### src/rtl/exu_trap_cmt.sv
// Trap/mret commit unit: M-mode trap CSRs plus a two-state IDLE/FLUSH redirect FSM.
// Optional mtval CSR and cmt_tval port are enabled by defining EXU_TRAP_CMT_MTVAL_EN.
module exu_trap_cmt #(
    parameter int              XLEN        = 32,
    parameter logic [XLEN-1:0] RESET_MTVEC = 32'h8000_0000
) (
    input  logic            clk,
    input  logic            rst,
    input  logic            cmt_trap_valid,
    output logic            cmt_trap_ready,
    input  logic [XLEN-1:0] cmt_cause,
    input  logic [XLEN-1:0] cmt_pc,
`ifdef EXU_TRAP_CMT_MTVAL_EN
    input  logic [XLEN-1:0] cmt_tval,
`endif
    input  logic            cmt_mret_valid,
    output logic            cmt_mret_ready,
    input  logic            csr_ena,
    input  logic            csr_wr_en,
    input  logic [11:0]     csr_idx,
    input  logic [XLEN-1:0] csr_wdata,
    output logic [XLEN-1:0] csr_rdata,
    output logic            flush_req_valid,
    input  logic            flush_req_ready,
    output logic [XLEN-1:0] flush_pc,
    output logic            trap_busy
);

    typedef enum logic {IDLE = 1'b0, FLUSH = 1'b1} state_t;

    state_t          state;
    logic            mie;
    logic            mpie;
    logic [1:0]      mpp;
    logic [XLEN-1:0] mtvec;
    logic [XLEN-1:0] mepc;
    logic [XLEN-1:0] mcause;
`ifdef EXU_TRAP_CMT_MTVAL_EN
    logic [XLEN-1:0] mtval;
`endif

    logic trap_acc;
    logic mret_acc;
    logic csr_wr;
    logic unused_pc_lsb;

    assign cmt_trap_ready  = (state == IDLE);
    assign cmt_mret_ready  = (state == IDLE) && !cmt_trap_valid;
    assign flush_req_valid = (state == FLUSH);
    assign trap_busy       = (state != IDLE);

    assign trap_acc      = cmt_trap_valid && cmt_trap_ready;
    assign mret_acc      = cmt_mret_valid && cmt_mret_ready;
    assign csr_wr        = csr_ena && csr_wr_en;
    assign unused_pc_lsb = ^cmt_pc[1:0];

    // Reads always show the current register contents, never the value being written.
    always_comb begin
        csr_rdata = '0;
        case (csr_idx)
            12'h300: csr_rdata = {{(XLEN-13){1'b0}}, mpp, 3'b000, mpie, 3'b000, mie, 3'b000};
            12'h305: csr_rdata = mtvec;
            12'h341: csr_rdata = mepc;
            12'h342: csr_rdata = mcause;
`ifdef EXU_TRAP_CMT_MTVAL_EN
            12'h343: csr_rdata = mtval;
`endif
            default: csr_rdata = '0;
        endcase
    end

    // CSR writes are applied first so a same-cycle trap/mret update overrides them.
    always_ff @(posedge clk or negedge rst) begin
        if (!rst) begin
            state    <= IDLE;
            mie      <= 1'b0;
            mpie     <= 1'b0;
            mpp      <= 2'b11;
            mtvec    <= {RESET_MTVEC[XLEN-1:2], 2'b00};
            mepc     <= '0;
            mcause   <= '0;
            flush_pc <= '0;
`ifdef EXU_TRAP_CMT_MTVAL_EN
            mtval    <= '0;
`endif
        end else begin
            if (csr_wr) begin
                case (csr_idx)
                    12'h300: begin
                        mie  <= csr_wdata[3];
                        mpie <= csr_wdata[7];
                        mpp  <= csr_wdata[12:11];
                    end
                    12'h305: mtvec  <= {csr_wdata[XLEN-1:2], 2'b00};
                    12'h341: mepc   <= {csr_wdata[XLEN-1:2], 2'b00};
                    12'h342: mcause <= csr_wdata;
`ifdef EXU_TRAP_CMT_MTVAL_EN
                    12'h343: mtval  <= csr_wdata;
`endif
                    default: ;
                endcase
            end

            case (state)
                IDLE: begin
                    if (trap_acc) begin
                        mepc     <= {cmt_pc[XLEN-1:2], 2'b00};
                        mcause   <= cmt_cause;
                        mpie     <= mie;
                        mie      <= 1'b0;
                        mpp      <= 2'b11;
                        flush_pc <= {mtvec[XLEN-1:2], 2'b00};
`ifdef EXU_TRAP_CMT_MTVAL_EN
                        mtval    <= cmt_tval;
`endif
                        state    <= FLUSH;
                    end else if (mret_acc) begin
                        mie      <= mpie;
                        mpie     <= 1'b1;
                        mpp      <= 2'b11;
                        flush_pc <= mepc;
                        state    <= FLUSH;
                    end
                end
                FLUSH: begin
                    if (flush_req_ready) state <= IDLE;
                end
                default: state <= IDLE;
            endcase
        end
    end

endmodule
### config.mk
export PLATFORM = sky130hd
export DESIGN_NAME = exu_trap_cmt
export DESIGN_NICKNAME = d
export VERILOG_FILES = /design/src/rtl/exu_trap_cmt.sv
export SDC_FILE = /design/constraint.sdc
export NUM_CORES = 1
export LEC_CHECK = 0
export CAP_MARGIN = 20
export CORE_MARGIN = 4
export CORE_UTILIZATION = 30
export CTS_BUF_LIST = sky130_fd_sc_hd__clkbuf_8 sky130_fd_sc_hd__clkbuf_16
export DETAILED_ROUTE_END_ITERATION = 16
export MAX_ROUTING_LAYER = met4
export PLACE_DENSITY = 0.56
export SETUP_SLACK_MARGIN = 0.5
export SYNTH_ARGS = -nofsm -noshare
export SYNTH_HDL_FRONTEND = slang
export SYNTH_SLANG_ARGS = --single-unit
export TNS_END_PERCENT = 100
### constraint.sdc
create_clock -name clk -period 1.95 [get_ports clk]
set_input_delay 0.195 -clock clk [delete_from_list [all_inputs] [get_ports clk]]
set_output_delay 0.195 -clock clk [all_outputs]
set_load 0.05 [all_outputs]
After elaboration in Yosys (flattened, before gate mapping)
Cells that the tools add are included.
- bits in registers: 131
- input port bits: 115
- output and inout port bits: 68
- word-level logic and storage cells: 51
- eq/ne operators: 4
- mux-type cells: 30
- bitwise operators: 1
- reduce and logical (&&, ||, !) cells: 8
- operator list (cell ; count):
    two-way mux 32 bit ; 10
    case mux 32 bit (4 select lines) ; 1
    equality test 12 x 10 -> 1 bit, second input constant ; 4
    two-way mux 1 bit ; 13
    two-way mux 2 bit ; 5
    logical AND 1 bit ; 4
    AND reduction 2 bit ; 2
    case mux 1 bit (2 select lines) ; 1
    nonzero test 2 bit ; 1
    zero test 1 bit ; 1
    inverter 1 bit ; 1

Longest topological paths before layout
- depth in word-level cells: 6
- gate-level depth with buffers: 6
- mapped depth without buffers: 4

Worst setup path before layout
OpenSTA, ideal clock, no wires.
- path kind: reg2reg
- from: register state (netlist: flush_req_valid)
- to: register mcause[0]
- library setup time: 0.141 ns
- data arrival time: 2.417 ns
- required time: 1.809 ns
- slack: -0.608 ns
- cell stages (with the launch flop): 7
- buffers on the path: 3
- period minus slack after synthesis: 2.558 ns
- path through: dfrtp_1 > inv_1 > nand2_1 > clkbuf_1 > buf_1 > buf_1 > a31oi_1
- longest elaborated chain between the ends: 4
- RTL lines (what ; RTL line ; source):
    from (decl) ; 31 ; state_t state;
    from (signal assigned) ; 75 ; state <= IDLE;
    from (signal assigned) ; 116 ; state <= FLUSH;
    from (signal assigned) ; 122 ; state <= FLUSH;
    inverter 1 bit (no source line) ; n/a ;
    via cmt_trap_ready ; 10 ; output logic cmt_trap_ready,
    logical AND 1 bit ; 52 ; assign trap_acc = cmt_trap_valid && cmt_trap_ready;
    two-way mux 32 bit ; 106 ; if (trap_acc) begin
    two-way mux 32 bit ; 104 ; case (state)
    to (signal assigned) ; 96 ; 12'h342: mcause <= csr_wdata;
    to (signal assigned) ; 108 ; mcause <= cmt_cause;
    to (decl) ; 37 ; logic [XLEN-1:0] mcause;
The timed path passes the listed nets, and every way through them passes these cells.
A chain may end at the register's enable or synchronous reset.

Worst setup path in the final report
- from: input port csr_idx[7]
- to: output port csr_rdata[3]
- longest elaborated chain between the ends: 2
- elaborated cells between the ends (all ways): 5
- those cells by class: eq/ne (4); mux (1)
- RTL lines (what ; RTL line ; source):
    from (decl) ; 20 ; input logic [11:0] csr_idx,
    equality test 12 x 10 -> 1 bit ; 60 ; case (csr_idx)
    case mux 32 bit (4 select lines) * ; 60 ;
    to (decl) ; 22 ; output logic [XLEN-1:0] csr_rdata,
Mark *: on every way between the ends. The rest lies on a longest branch, timed or not.

==> flow_results.org <==
** Run status
- Result of the run :: complete, but fails checks
- Failing checks :: setup timing

** Place
- Routability-driven placement finished with a final weighted congestion of 0.777.
- Summing all placed instances gives a cell area of 9240 um2.
- At the placement stage, the worst setup path has a slack of -0.548 ns.
- HPWL after DPL :: 14600 um
- IO buf count :: 180

** Finish
- Share of post-route cells with drive strength above 1 :: 39.8%
- Leaving out fill and tap cells, the most frequent cell in the layout is dfrtp_1.
- Area added between synthesis and finish :: 83.7%
- Total non-filler cell area in the finished layout :: 11500 um2
- At the end of the flow, the number of nets in the layout was 1050.
- The layout has 1759 filler cells.
- Leading cell types in the layout, fill and taps excluded :: dfrtp_1 (127), nand2_1 (121), clkdlybuf4s50_1 (98)

** Yosys
- Unique masters post-synth :: 39
- For this run, the register share of the synthesized area comes to 52.3%.
- In this run, synthesis produced a sequential element count of 131.
- Mean instance size in the synthesized netlist :: 9.46 um2
- Synthesized Nets :: 779
- Among all flip-flop cells after synthesis, the most frequent one is dfrtp_1.
- Combined area of all synthesized cells :: 6280 um2
- Total of warnings raised by yosys :: 0
- After technology mapping, the gate count stands at 664.
- Share of synthesized flip-flops with an asynchronous set or reset :: 100%
- Post-synth EDFFs :: 0

** STA
- Setup-failing EPs final :: 32
- Setup Skew :: 0.00735 ns
- Final period demand of the worst path :: 2.04 ns
- For the pin with the worst max-slew slack, the measured transition is 0.843 ns.
- The worst path uses 105% of the clock period.
- Setup TNS :: -1.65 ns
- The final max-slew violation count was 0.
- Based on the critical path, the design can be clocked at up to 489 MHz.
- RSZ-0062 raised after global routing :: true
- Headroom to the max-slew limit came out at 43.8%.
- PnR worst setup slack :: -0.0938 ns
- The count of endpoints failing hold in the final timing report came to 0.

** Route
- For this run, the detailed router's first-pass iteration total came to 8.
- The detail route stage leaves a number of antenna-violating nets equal to 0.
- For this block, the via count after detailed routing is 6222.
- For this run, design rule violations remaining after detail routing come to 0.
- Number of violations reported at the end of detailed-routing iteration 0 :: 458
- Avg WL per Cell :: 21.0 um
- After detailed routing, the number of vias per cell comes to 5.10.
- The routed design has 25600 um of wire.

** Floorplan
- In this run the count of I/O pins placed on the die edge is 183.
- Floorplan die height :: 153 um
- Once the floorplan was initialized, standard cells occupied 30.7% of the core.
- From left edge to right edge, the die measures 153 um.
- In this run the standard cell core region covers 20400 um2.
- In this run the core area contains 52 standard-cell rows.
- The floorplan step defined a die boundary enclosing 23300 um2.

** CTS
- The H-tree generated during clock tree synthesis spans 4 levels.
- Insertion delay of the later-clocked pin in the worst-skew pair :: 0.42 ns
- Number of sinks handled by clock tree synthesis :: 131
- TritonCTS built the clock tree.
- Clock transition at the registers of the reported paths :: 0.06 ns
- Buffers inserted during clock tree synthesis total 17.
- Counting along the longest clock path gives a buffer depth of 2.
- Root buf cell :: clkbuf_16

** Flow run
- Across the run, the number of max-cap violations was 0.

** Global route
- For this run the aggregate overflow at the end of global routing stands at 0.
- The initial antenna violation count was 2.
- The first global-routing pass estimated 36200 um of wire.
- Number of global-route vias before repair :: 6086
- Global routing used 20.4% of the available tracks across all layers.
- Entering global routing, the biggest net connects 68 pins.

** Critical path
- STA puts the critical path data required time at 1.75 ns.
- Nature of the critical path endpoint :: output port
- The worst setup path is launched from an input pin.
- Arrival time worst endpoint :: 1.85 ns
- Category of the critical setup timing path :: input pin to output port
- In this run the worst path has a maximum fanout of 4.

** Power
- Dividing total power by cell area gives a power density of 801 nW/um2.
- The worst-case IR drop observed on VDD is 0.508 mV.
- The analysis attributes to cell leakage a power of 5.21 nW.

** Worst hold path
- Worst hold-check path type :: input pin to async pin
[path summary, 6_finish.rpt]
path	slack, ns	cells after the start	end	from
min in group clk	0.34	3	mcause[0]	csr_wdata[0]
min reg2reg	0.48	2	flush_pc[16]	flush_pc[16]
max reg2reg	0.46	7	mepc[12]	flush_req_valid
max	-0.09	7	csr_rdata[3]	csr_idx[7]
min	0.33	3	mepc[0]	rst
max in group asynchronous	1.26	3	mpp[1]	rst
[through the flow]
| step | std cells | utilization, % | power (mW) | hold WS (ns) |
|---|---|---|---|---|
| 6_report | 1220 | 56.5 | 9.24 | 0.329 |
| 5_1_grt | 1220 | 56.5 | 9.64 | 0.344 |
| 4_1_cts | 1183 | 52.7 | 8.97 | 0.326 |
| 3_5_place_dp | 1108 | 45.2 | 5.83 | 0.228 |
| 3_3_place_gp | 1108 | 45.2 | 5.79 | 0.227 |
| 2_1_floorplan | 664 | - | 4.85 | -0.101 |
[repair_timing]
item                                    in CTS  in global routing
endpoints found under the setup margin     189                156
hold buffers                                 1                  0
setup buffers                               28                 22
endpoints found under the hold margin      128                  0
gates resized for setup                    231                 86
gates cloned                                14                 13
pin swaps                                   57                 66
[logic make-up after synthesis]
| logic type | Yosys count | synth area share (%) |
|---|---|---|
| AOI/OAI and AO/OA | 135 | 14.7 |
| buffers and inverters | 80 | 5.34 |
| DFF | 131 | 52.3 |
| muxes | 63 | 10.6 |
| and+or+nand+nor | 255 | 17.1 |
[worst max-delay path, cell delays in order]
cell     delay, ns
buf_6         0.09
or4_4         0.60
buf_6         0.16
or3_4         0.40
nor2_2        0.10
a221o_2       0.15
buf_12        0.14
[synthesized netlist by cell type, types with 2 or more instances]
cell type  number  area share [%]
nand2_1       162             9.7
dfrtp_1       128              51
nor2_1         69             4.1
a31oi_1        62             6.2
clkbuf_1       37             2.2
mux2i_1        33             5.3
o21ai_0        33             2.6
mux2_1         30             5.4
inv_1          28             1.7
a222oi_1       26             4.1
buf_2           7            0.56
a22oi_1         5            0.60
buf_1           4            0.24
a221o_1         3            0.48
buf_6           3            0.54
dfstp_2         3             1.3
a21oi_1         2            0.16
a22o_1          2            0.28
and3_1          2            0.20
and4_1          2            0.28
nand3_1         2            0.16
nor3_1          2            0.16
nor4_1          2            0.20
or3_1           2            0.20
[flip-flops by register name (all words and copies together) (netlist names)]
signal           count
mpp                  2
flush_pc            32
mpie                 1
mtvec               30
mepc                32
mie                  1
mcause              32
flush_req_valid      1
[final cells by class]
cell class | instances | area, um2 | share of cell area, %
Timing Repair Buffer | 301 | 3980 | 34.5
Sequential cell | 131 | 3280 | 28.5
Multi-Input combinational cell | 456 | 3250 | 28.2
Clock buffer | 18 | 439 | 3.81
Tap cell | 270 | 338 | 2.93
Clock inverter | 14 | 130 | 1.13
Inverter | 28 | 109 | 0.944
Antenna cell | 2 | 5.00 | 0.0434
[metal layers]
| metal | share of wire (%) | routed length [um] | vias up | global-route usage (%) |
|---|---|---|---|---|
| met5 | 0 | 0 | - | - |
| met1 | 44 | 11300 | 3090 | 27.8 |
| met2 | 49 | 12500 | 216 | 31.3 |
| met4 | 0.80 | 204 | 0 | 3.61 |
| li1 | - | - | 2897 | - |
| met3 | 6.1 | 1570 | 19 | 5.20 |
[power by group]
part           switching [mW]  internal (mW)  leakage, nW
logic                    1.48           1.09         3.37
registers               0.362           3.19         1.58
clock network            1.32           1.80        0.265
total                    3.16           6.08         5.21
No activity file was read; power rests on OpenSTA's default activity.
